==> src/rtl/alu_pkg.sv <==
// ALU shared types: opcode encoding, flag bundle, core FSM states.
// Imported by alu_seq_core and alu_div_seq.
package alu_pkg;

  typedef enum logic [3:0] {
    OP_ADD  = 4'd0,
    OP_SUB  = 4'd1,
    OP_MUL  = 4'd2,
    OP_DIV  = 4'd3,
    OP_SHL  = 4'd4,
    OP_SHR  = 4'd5,
    OP_ROL  = 4'd6,
    OP_ROR  = 4'd7,
    OP_AND  = 4'd8,
    OP_OR   = 4'd9,
    OP_XOR  = 4'd10,
    OP_NOR  = 4'd11,
    OP_NAND = 4'd12,
    OP_XNOR = 4'd13,
    OP_GT   = 4'd14,
    OP_EQ   = 4'd15
  } alu_op_e;

  typedef struct packed {
    logic carry;
    logic zero;
    logic overflow;
    logic div_by_zero;
  } alu_flags_t;

  typedef enum logic [1:0] {
    IDLE = 2'd0,
    DIV  = 2'd1,
    DONE = 2'd2
  } alu_state_e;

endpackage

==> src/rtl/alu_div_seq.sv <==
// Restoring unsigned divider, one quotient bit per cycle.
// Ports: clk, rst, start, dividend, divisor -> busy, done (1-cycle pulse), quotient.
module alu_div_seq
  import alu_pkg::*;
#(
  parameter int WIDTH = 8
) (
  input  logic             clk,
  input  logic             rst,
  input  logic             start,
  input  logic [WIDTH-1:0] dividend,
  input  logic [WIDTH-1:0] divisor,
  output logic             busy,
  output logic             done,
  output logic [WIDTH-1:0] quotient
);

  localparam int CW = $clog2(WIDTH + 1);

  logic [WIDTH-1:0] rem_q;
  logic [WIDTH-1:0] quo_q;
  logic [WIDTH-1:0] dvs_q;
  logic [CW-1:0]    cnt_q;
  logic [WIDTH:0]   trial;

  // Remainder stays below the divisor, so a negative trial
  // always shows up in the top bit.
  assign trial = {rem_q, quo_q[WIDTH-1]} - {1'b0, dvs_q};

  always_ff @(posedge clk) begin
    if (rst) begin
      rem_q <= '0;
      quo_q <= '0;
      dvs_q <= '0;
      cnt_q <= '0;
      busy  <= 1'b0;
      done  <= 1'b0;
    end else begin
      done <= 1'b0;
      if (start) begin
        rem_q <= '0;
        quo_q <= dividend;
        dvs_q <= divisor;
        cnt_q <= CW'(WIDTH);
        busy  <= 1'b1;
      end else if (busy) begin
        if (trial[WIDTH]) begin
          rem_q <= {rem_q[WIDTH-2:0], quo_q[WIDTH-1]};
          quo_q <= {quo_q[WIDTH-2:0], 1'b0};
        end else begin
          rem_q <= trial[WIDTH-1:0];
          quo_q <= {quo_q[WIDTH-2:0], 1'b1};
        end
        cnt_q <= cnt_q - 1'b1;
        if (cnt_q == CW'(1)) begin
          busy <= 1'b0;
          done <= 1'b1;
        end
      end
    end
  end

  assign quotient = quo_q;

endmodule

==> src/rtl/alu_seq_core.sv <==
// Clocked ALU with valid/ready in and out, registered result + flags.
// Ports: in_valid/in_ready, a, b, alu_sel in; out_valid/out_ready, alu_out, flags, busy out.
module alu_seq_core
  import alu_pkg::*;
#(
  parameter int WIDTH      = 8,
  parameter bit SIGNED_CMP = 1'b0
) (
  input  logic             clk,
  input  logic             rst,
  input  logic             in_valid,
  output logic             in_ready,
  input  logic [WIDTH-1:0] a,
  input  logic [WIDTH-1:0] b,
  input  logic [3:0]       alu_sel,
  output logic             out_valid,
  input  logic             out_ready,
  output logic [WIDTH-1:0] alu_out,
  output logic             carry_out,
  output logic             zero,
  output logic             overflow,
  output logic             div_by_zero,
  output logic             busy
);

  localparam int SW = $clog2(WIDTH);

  alu_op_e          op;
  alu_state_e       state_q, state_d;
  logic             accept, div_nz, start;
  logic             div_done, div_pulse;
  logic [WIDTH-1:0] quo;
  logic [WIDTH-1:0] res;
  alu_flags_t       flg;
  logic [SW-1:0]    sh;
  logic [SW:0]      sh_inv;
  logic [WIDTH:0]   add_w, sub_w;
  logic [2*WIDTH-1:0] mul_w;
  logic             gt;
  logic [WIDTH-1:0] out_q;
  alu_flags_t       flags_q;
  logic             valid_q;

  assign op       = alu_op_e'(alu_sel);
  assign in_ready = !rst && state_q == IDLE && (!valid_q || out_ready);
  assign accept   = in_valid && in_ready;
  assign div_nz   = op == OP_DIV && b != '0;
  assign start    = accept && div_nz;
  assign div_done = state_q == DIV && div_pulse;

  assign sh     = b[SW-1:0];
  assign sh_inv = (SW+1)'(WIDTH) - {1'b0, sh};
  assign add_w  = {1'b0, a} + {1'b0, b};
  assign sub_w  = {1'b0, a} - {1'b0, b};
  assign mul_w  = {{WIDTH{1'b0}}, a} * {{WIDTH{1'b0}}, b};
  assign gt     = SIGNED_CMP ? ($signed(a) > $signed(b)) : (a > b);

  always_comb begin
    res = '0;
    flg = '0;
    unique case (op)
      OP_ADD: begin
        res          = add_w[WIDTH-1:0];
        flg.carry    = add_w[WIDTH];
        flg.overflow = (a[WIDTH-1] == b[WIDTH-1]) &&
                       (res[WIDTH-1] != a[WIDTH-1]);
      end
      OP_SUB: begin
        res          = sub_w[WIDTH-1:0];
        flg.carry    = sub_w[WIDTH];
        flg.overflow = (a[WIDTH-1] != b[WIDTH-1]) &&
                       (res[WIDTH-1] != a[WIDTH-1]);
      end
      OP_MUL: begin
        res          = mul_w[WIDTH-1:0];
        flg.overflow = |mul_w[2*WIDTH-1:WIDTH];
      end
      // Only reaches the output register when b is zero.
      OP_DIV: begin
        res             = '1;
        flg.div_by_zero = 1'b1;
      end
      OP_SHL:  res = a << sh;
      OP_SHR:  res = a >> sh;
      OP_ROL:  res = (a << sh) | (a >> sh_inv);
      OP_ROR:  res = (a >> sh) | (a << sh_inv);
      OP_AND:  res = a & b;
      OP_OR:   res = a | b;
      OP_XOR:  res = a ^ b;
      OP_NOR:  res = ~(a | b);
      OP_NAND: res = ~(a & b);
      OP_XNOR: res = ~(a ^ b);
      OP_GT:   res = {{(WIDTH-1){1'b0}}, gt};
      OP_EQ:   res = {{(WIDTH-1){1'b0}}, a == b};
    endcase
    flg.zero = res == '0;
  end

  alu_div_seq #(.WIDTH(WIDTH)) u_div (
    .clk      (clk),
    .rst      (rst),
    .start    (start),
    .dividend (a),
    .divisor  (b),
    .busy     (busy),
    .done     (div_pulse),
    .quotient (quo)
  );

  always_ff @(posedge clk) begin
    if (rst) state_q <= IDLE;
    else     state_q <= state_d;
  end

  always_comb begin
    state_d = state_q;
    unique case (state_q)
      IDLE:    if (start) state_d = DIV;
      DIV:     if (div_done) state_d = DONE;
      DONE:    state_d = IDLE;
      default: state_d = IDLE;
    endcase
  end

  always_ff @(posedge clk) begin
    if (rst) begin
      valid_q <= 1'b0;
      out_q   <= '0;
      flags_q <= '0;
    end else if (accept && !div_nz) begin
      valid_q <= 1'b1;
      out_q   <= res;
      flags_q <= flg;
    end else if (div_done) begin
      valid_q <= 1'b1;
      out_q   <= quo;
      flags_q <= '{carry: 1'b0, zero: (quo == '0),
                   overflow: 1'b0, div_by_zero: 1'b0};
    end else if (valid_q && out_ready) begin
      valid_q <= 1'b0;
    end
  end

  assign out_valid   = valid_q;
  assign alu_out     = out_q;
  assign carry_out   = flags_q.carry;
  assign zero        = flags_q.zero;
  assign overflow    = flags_q.overflow;
  assign div_by_zero = flags_q.div_by_zero;

endmodule

==> config.mk <==
export PLATFORM = sky130hd
export DESIGN_NAME = alu_seq_core
export DESIGN_NICKNAME = d
export VERILOG_FILES = /design/src/rtl/alu_pkg.sv /design/src/rtl/alu_div_seq.sv /design/src/rtl/alu_seq_core.sv
export SDC_FILE = /design/constraint.sdc
export NUM_CORES = 1
export LEC_CHECK = 0
export CAP_MARGIN = 20
export CORE_ASPECT_RATIO = 0.5
export CORE_MARGIN = 2
export CORE_UTILIZATION = 46
export CTS_BUF_LIST = sky130_fd_sc_hd__clkbuf_2
export DETAILED_ROUTE_END_ITERATION = 10
export PLACE_DENSITY = 0.75
export SLEW_MARGIN = 30
export SYNTH_ARGS = -nofsm -noshare
export SYNTH_HDL_FRONTEND = slang
export SYNTH_SLANG_ARGS = --single-unit
==> constraint.sdc <==
create_clock -name clk -period 15.7 [get_ports clk]
set_input_delay 3.14 -clock clk [delete_from_list [all_inputs] [get_ports clk]]
set_output_delay 3.14 -clock clk [all_outputs]
set_load 0.005 [all_outputs]
; After elaboration in Yosys (flattened, before gate mapping)
; Cells that the tools add are included.
[word_totals]
register_bits = 45
inputBits = 24
out_inout_bits = 15
word_cells = 108
[classes]
addsub = 5
multipliers = 1
n_lt_le_gt_ge = 1
n_eq_ne = 24
n_shift = 4
muxes = 24
n_bitwise = 9
n_reduce_logical = 26
[ops]
columns = operator, count
row1 = 8-bit case mux with 16 select lines, 1
row2 = 8-bit 2-to-1 mux, 5
row3 = "4-bit == test, second input constant", 8
row4 = 8-bit inverter, 3
row5 = 8-bit OR, 3
row6 = "4-bit by 3-bit == test with 1-bit output, second input constant", 4
row7 = 8-bit zero test, 2
row8 = 8-bit by 8-bit multiplier with 16-bit output, 1
row9 = 4-bit 2-to-1 mux, 4
row10 = 1-bit logical AND, 10
row11 = 8-bit by 8-bit adder with 9-bit output, 1
row12 = 1-bit 2-to-1 mux, 9
row13 = 8-bit by 8-bit subtractor with 9-bit output, 1
row14 = 9-bit by 8-bit subtractor with 9-bit output, 1
row15 = 8-bit bitwise AND, 1
row16 = "4-bit by 1-bit == test with 1-bit output, second input constant", 2
row17 = "4-bit by 2-bit == test with 1-bit output, second input constant", 2
row18 = 8-bit == test, 1
row19 = 8-bit greater-than comparator, 1
row20 = 8-bit nonzero test, 1
row21 = 8-bit OR reduction, 1
row22 = 8-bit by 3-bit << shifter with 8-bit output, 1
row23 = 8-bit by 4-bit << shifter with 8-bit output, 1
row24 = 8-bit by 3-bit >> shifter with 8-bit output, 1
row25 = 22 further kinds, 29

; Depth between registers and ports, before layout
; Gate-level depths: netlist of the first run.
[depth]
depth_word = 7
depth_mapped = 20
ltp_nobuf = 18

; Modules after synthesis
; From an unflattened synthesis of the first run, not the netlist that was laid out.
[unflattened]
cells_unflattened = 910
hier_area_um2 = 7155.6
[by_module_without_submodules]
columns = module, n_inst, cells_per_inst, area_per_inst_um2, seq_area_each_um2
row1 = alu_seq_core, 1, 721, 5536.6, 300.3
row2 = alu_div_seq, 1, 189, 1619.1, 600.6

; Least setup slack after synthesis of the first run
; No wires, ideal clock.
[synth_path]
kind = input -> register
startpoint = input port b[2]
endpoint = register flags_q (netlist bit overflow)
setup_time_ps = 127
arrival_ps = 7638
required_time_ps = 15573
slack_ps = 7935
stages = 18
n_path_buf = 3
cell_sequence = buf_2 -> buf_1 -> buf_1 -> nand2_1 -> fa_1 -> fa_1 -> fa_1 -> fa_1 -> inv_1 -> ha_1 -> or2_2 -> nand2_1 -> o21ai_0 -> a31oi_1 -> nor3b_1 -> a31o_2 -> nor4b_1 -> o21ai_0
[synth_via]
elab_chain_cells = 5
[synth_rtl]
columns = item, line
row1 = from (decl), alu_seq_core.sv:14  ; input logic [WIDTH-1:0] b,
row2 = "parallel branches: the longest is 5 deep, another holds 8-bit by 8-bit multiplier with 16-bit output", n/a
row3 = to (signal assigned), alu_seq_core.sv:133  ; flags_q <= flg;
row4 = to (signal assigned), alu_seq_core.sv:137  ; flags_q <= '{carry: 1'b0, zero: (quo == '0),
row5 = to (decl), alu_seq_core.sv:41  ; alu_flags_t flags_q;
; Several ways; the timed one is not identified.
; A chain may end at the register's enable or synchronous reset.

; Worst setup path after layout of the first run
[layout_path]
startpoint = input port rst
endpoint = output port in_ready
[layout_via]
elab_chain_cells = 3
[layout_rtl]
columns = item, line
row1 = from (decl), alu_seq_core.sv:10  ; input logic rst,
row2 = 1-bit zero test, alu_seq_core.sv:45  ; assign in_ready = !rst && state_q == IDLE && (!valid_q || out_ready);
row3 = 1-bit logical AND (2 in a row), alu_seq_core.sv:45
row4 = to (decl), alu_seq_core.sv:12  ; output logic in_ready,
; No other way between the ends.

==> run metrics, run 1 <==
Yosys warnings=0; initial antenna violation count=0; Worst Path Arrival=between 4000 and 5000 ps; area delta synth->final=7.40%; Starting Density=a little under half; register area share after synthesis=roughly an eighth; Avg WL per Cell=slightly above 20 µm; top post-synthesis cells by area=dfxtp_1, ha_1, fa_1; slowest cell on the critical path=clkdlybuf4s50_1; layout cells sized above 1=between 5 and 6%; die height=slightly above 90 µm; EDFF count, synth=0; H-tree levels=2; highest ir drop seen on vdd=approximately 54 µV; run status=finished clean; gr usage total=between 20% and 30%; Slew HR=roughly two fifths; CTS resizes=0; pin count of the biggest net entering global routing=39; HP Class=reg -> reg; Tmin final=between 8000 and 9000 ps; post-DP HPWL=approximately 17000 µm; CTS Sinks=45; I/O pins=39; Leak=~0.0032 µW; die area=16200 µm²; hold_ws=around 470 ps; Critical Path RT=between 10000 and 15000 ps; worst r2r src=u_div.quotient[7]; crit path launch=rst; Post-Syn Area per Cell=between 7 and 8 µm²; #FFs+latches synth=45; Final Routed Wirelength=roughly 23000 µm; GP Congestion=approximately 1.0; HP Start=u_div.dvs_q[7]; CTS tree=built; post-synth top area share=between 10% and 20%; CTS Root Cell=clkbuf_2; CTS Buffer Depth=2; number of max-cap violations=0; drt pass-1 iters=5; CTS Buf Count=5; syn_nets=around 1100; postcts setup bufs=0; Tcrit/Tclk final=slightly above 50%; Slew Viols, Final=0; Rows=31; mapped cell area=slightly below 7000 µm²; antenna-violating nets left=0; Core ar.=approximately 15000 µm²; crit-path most repeated cell=clkdlybuf4s50_1; Main synth FF type=dfxtp_1; # DRC=0; Fin. Hold Viols=0; Netlist cell types=71; number of port buffers=38; first-pass GRT wire length=~36000 µm; asr flop ratio synth=0%; Post-Synthesis Cells=about 930; CP max stage delay=~600 ps; clk_lat worst skew=between 500 and 600 ps; crit path kind=in -> out; Synth area leader=dfxtp_1; Fin Setup TNS=0 ps; clock skew=107 ps; Crit. End Element=primary output; Worst-path clk slew=around 210 ps; Net count, final=around 1100; final setup fails=0; Pwr Density=~69 nW/µm²; critical path fanouts, max=38; First DRT Iteration DRCs=between 700 and 800; CP startpoint kind=input port; Fmax=between 100 and 150 MHz; grt ovf=0; vias in the first global route=around 6600; RSZ-0062 raised after global routing=false; hold_buf cts=0; drt via density=roughly 6.2; DR vias=6993; CP cell instances=clkdlybuf4s50_1 > buf_4 > nor4b_2 > clkdlybuf4s50_1; die width=178 µm; Worst-Margin Slew=about 900 ps
metal layers:
metal | track usage [%] | vias to the layer above | routed length (µm)
met3 | 9.59 | 61 | 2770
li1 | - | 3250 | -
met2 | 42.6 | 381 | 9800
met5 | 0 | - | 0
met1 | 38.4 | 3301 | 9870
met4 | 6.97 | 0 | 483
critical path: cells and delay by family:
kind	cells	cell delay, ps
buffers and inverters	3	1260
AND/OR/NAND/NOR	1	510
placed cells by master, fill, tap and decap left out, drive strengths merged, types with 6 or more instances in the layout:
| master | count |
|---|---|
| a31oi | 17 |
| a21oi | 54 |
| nand2 | 114 |
| xnor2 | 12 |
| a21o | 9 |
| dfxtp | 45 |
| mux2 | 10 |
| a311oi | 8 |
| mux2i | 30 |
| o21ai | 38 |
| buf | 9 |
| a211oi | 20 |
| nor4 | 6 |
| nand3 | 26 |
| nor2 | 90 |
| inv | 101 |
| nor3 | 25 |
| nor2b | 15 |
| o22ai | 8 |
| fa | 39 |
| nand2b | 11 |
| clkdlybuf4s50 | 38 |
| o211ai | 6 |
| ha | 72 |
| xor2 | 16 |
cell usage after synthesis (6+ instances only):
cell and number:
a211oi_1 20, a21o_1 9, a21oi_1 54, a311oi_1 7, a31oi_1 17, buf_2 11, clkbuf_1 38, dfxtp_1 45
fa_1 39, ha_1 72, inv_1 99, mux2_2 10, mux2i_1 30, nand2_1 114, nand2b_1 11, nand3_1 26
nor2_1 89, nor2b_1 15, nor3_1 25, nor4_1 6, o211ai_1 6, o21ai_0 38, o22ai_1 8, xnor2_1 12
xor2_1 16
cells by family (layout without fill, tap and decap cells):
logic type,Yosys count,in the layout,synth area share (%)
AO/OA/AOI/OAI,216,216,20.7
XOR/XNOR,28,28,3.52
adder cells (fa/ha/maj),111,111,24.2
buffers and inverters,157,156,8.82
flip-flops,45,45,12.9
multiplexers,45,45,7.55
other,0,1,0
AND/OR/NAND/NOR,331,331,22.3
sequential cells by signal, summed over array words and instances (netlist names):
| signal | cells |
|---|---|
| alu_out | 8 |
| u_div.cnt_q | 4 |
| state_q | 2 |
| u_div.done | 1 |
| u_div.quotient | 8 |
| zero | 1 |
| u_div.busy | 1 |
| overflow | 1 |
| u_div.dvs_q | 8 |
| carry_out | 1 |
| u_div.rem_q | 8 |
| div_by_zero | 1 |
| out_valid | 1 |
cell type report:
type	instances	area (µm²)
Multi-Input combinational cell	731	5450
Fill cell	1455	7140
Inverter	101	379
Tap cell	198	248
Clock buffer	5	25.0
Clock inverter	3	21.3
Timing Repair Buffer	47	448
Antenna cell	1	2.50
Sequential cell	45	902
through the flow:
step | utilization [%] | setup WS (ps) | area, µm² | power, µW | std cells
3_5_place_dp | 50.8 | 7250 | 7430 | 454 | 1122
4_1_cts | 51.1 | 7650 | 7470 | 510 | 1130
2_1_floorplan | - | 7940 | 6960 | 368 | 933
6_report | 51.1 | 7650 | 7480 | 517 | 1131
5_1_grt | 51.1 | 7470 | 7480 | 555 | 1130
3_3_place_gp | 50.8 | 7270 | 7420 | 447 | 1122
path summary, 6_finish.rpt:
path	endpoint	cells after the start	slack, ps
hold reg to reg	u_div.dvs_q[7]	2	470
setup / recovery	in_ready	4	7650
setup reg to reg	u_div.rem_q[1]	11	12100
hold / removal	u_div.dvs_q[7]	2	470
where the power goes:
part | leakage (µW) | switching [µW] | internal [µW]
registers | 0.000365 | 2.45 | 118
logic | 0.00276 | 205 | 135
clock network | 0.0000294 | 45.9 | 11.2
total | 0.00315 | 253 | 264
No activity file was read; power rests on OpenSTA's default activity.
==> inputs of run 2 (changes only) <==
--- a/config.mk
+++ b/config.mk
@@ -11,7 +11,7 @@
 export CORE_UTILIZATION = 46
 export CTS_BUF_LIST = sky130_fd_sc_hd__clkbuf_2
 export DETAILED_ROUTE_END_ITERATION = 10
-export PLACE_DENSITY = 0.75
+export PLACE_DENSITY = 0.77
 export SLEW_MARGIN = 30
 export SYNTH_ARGS = -nofsm -noshare
 export SYNTH_HDL_FRONTEND = slang
==> constraint.sdc (replaced) <==
create_clock -name clk -period 6.8 [get_ports clk]
set_input_delay 1.36 -clock clk [delete_from_list [all_inputs] [get_ports clk]]
set_output_delay 1.36 -clock clk [all_outputs]
set_load 0.005 [all_outputs]
==> run 2 against run 1 <==
Effect of this change:
- die area did not move
- combinational power rose by 140%
- via count rose by 0.56%
- setup slack got worse by 6900 ps
- final area rose by 1.9%
- clock-buffer cell count did not move
- register-to-register slack got worse by 9000 ps
- clock power rose to 3.5 times the previous value
- global-route usage rose by 0.67 points
- non-clock buffer count rose by 14
- first-iteration DRC count rose by 7.2%
- utilization rose by 0.99 points
- largest power group unchanged
==> run metrics, run 2 (synthesized netlist as in run 1, its figures left out) <==
run status=finished clean; Final Routed Wirelength=between 20000 and 25000 µm; layout cells sized above 1=about 6.7%; DR vias=between 7000 and 8000; I/O pins=39; Worst Path Arrival=about 6500 ps; initial antenna violation count=2; buffers and inverters on the worst path=5; hold path depth=2; number of max-cap violations=0; CP cell instances=clkdlybuf4s50_1 > ha_1 > inv_1 > fa_1 > inv_1 > ha_1 > inv_1 > fa_1 > fa_1 > inv_1 > ha_1 > a21oi_1 > xor2_1 > nor2_1 > or3_1 > o31ai_1 > a211oi_1 > o41ai_2; Rows=31; Net count, final=roughly 1100; crit path kind=in -> reg; clock skew=between 80 and 90 ps; critical path fanouts, max=8; number of port buffers=38; Critical Path RT=slightly above 7000 ps; Fmax=about 170 MHz; CTS Sinks=45; highest ir drop seen on vdd=83.5 µV; gr usage total=between 20% and 30%; pin count of the biggest net entering global routing=39; Core ar.=between 10000 and 15000 µm²; Leak=between 0.003 and 0.004 µW; HP Class=reg -> reg; Starting Density=a little under half; Slew Viols, Final=0; Worst-path clk slew=~340 ps; # DRC=0; CTS Buf Count=5; first-pass GRT wire length=about 37000 µm; CTS Root Cell=clkbuf_2; GP Congestion=around 1; drt via density=approximately 6.1; slowest cell on the critical path=clkdlybuf4s50_1; H-tree levels=2; Hold Crit Endpoint=u_div.dvs_q[7]; die area=approximately 16000 µm²; CTS tree=built; Power, Total=approximately 1300 µW; HP Start=u_div.dvs_q[7]; CTS Buffer Depth=2; CTS resizes=0; post-DP HPWL=17800 µm; die width=178 µm; drt pass-1 iters=7; R2R depth=11; Finished Layout Cells=about 1100; Pwr Density=168 nW/µm²; vias in the first global route=approximately 6900; RSZ-0062 raised after global routing=false; First DRT Iteration DRCs=about 780; antenna-violating nets left=0; Avg WL per Cell=around 20 µm; Tcrit/Tclk final=89.1%; Slew HR=a little under two fifths; crit-path most repeated cell=inv_1; clk_lat worst skew=480 ps; placed cell count=1136; commonest non-fill, non-tap cells in the layout=nand2_1, inv_1, nor2_1; crit-path leading delay family=adder cells; Fin Setup TNS=0 ps; Worst-Margin Slew=approximately 940 ps; grt ovf=0; hold_buf cts=0; CP max stage delay=between 700 and 800 ps; area delta synth->final=9.49%; die height=roughly 90 µm; CP startpoint kind=input port; worst r2r src=u_div.quotient[7]; postcts setup bufs=0; reg2reg end=u_div.rem_q[1]; most common cell after layout, fill and taps aside=nand2_1; R2R setup slack=about 3200 ps; final setup fails=0; Crit. End Element=flop; Fin. Hold Viols=0; Tmin final=a little over 6000 ps
==> run 2: cell types whose count changed in the layout (fill, tap and decap cells not counted), sizes merged <==
cell / previous run / this run
diode: 1 / 2
clkinvlp: 1 / 0
buf: 9 / 24
bufinv: 0 / 2
clkdlybuf4s50: 38 / 37
clkinv: 2 / 1
==> run 2: worst max path at each step <==
stage,endpoint,depth (start not counted),startpoint,slack [ps]
after detailed placement,zero,18,b[3],350
after global routing,overflow,19,b[2],570
after floorplan,overflow,18,b[2],820
after global placement,overflow,17,a[4],430
after CTS,zero,18,b[3],880
final,zero,18,b[3],740
==> run 2: final cells by class <==
cell class                      count  area, µm²
Antenna cell                        2       5.00
Clock buffer                        5       25.0
Clock inverter                      3       68.8
Fill cell                        1420       7000
Inverter                          101        379
Multi-Input combinational cell    731       5450
Sequential cell                    45        902
Tap cell                          198        248
Timing Repair Buffer               61        548
==> run 2: stage by stage <==
step / util [%] / cell area [µm²] / worst slack, ps / hold slack (ps)
after detailed placement: 51.5 / 7530 / 346 / 449
after global routing: 52.1 / 7620 / 570 / 499
after floorplan: - / 6960 / 815 / 436
after CTS: 52.1 / 7620 / 882 / 476
after global placement: 51.5 / 7530 / 434 / 444
final: 52.1 / 7620 / 741 / 475
==> run 2: power breakdown <==
part	internal [µW]	leakage [µW]	total, µW	switching (µW)
logic	317	0.00282	800	483
clock network	100	0.0000536	202	102
registers	272	0.000365	277	5.47
==> run 2: tightest hold or removal path, delay by kind of cell (launching register included) <==
kind            cells  cell delay, ps
simple gates        1              50
compound gates      1              50
flops               1             370
==> run 2: routing by layer <==
metal / global-route usage (%) / up-vias / wire length, µm
met5: 0 / - / 12
met1: 38.8 / 3310 / 9720
met4: 10.9 / 2 / 882
met3: 6.74 / 83 / 2330
met2: 44.9 / 365 / 10000
li1: - / 3272 / -
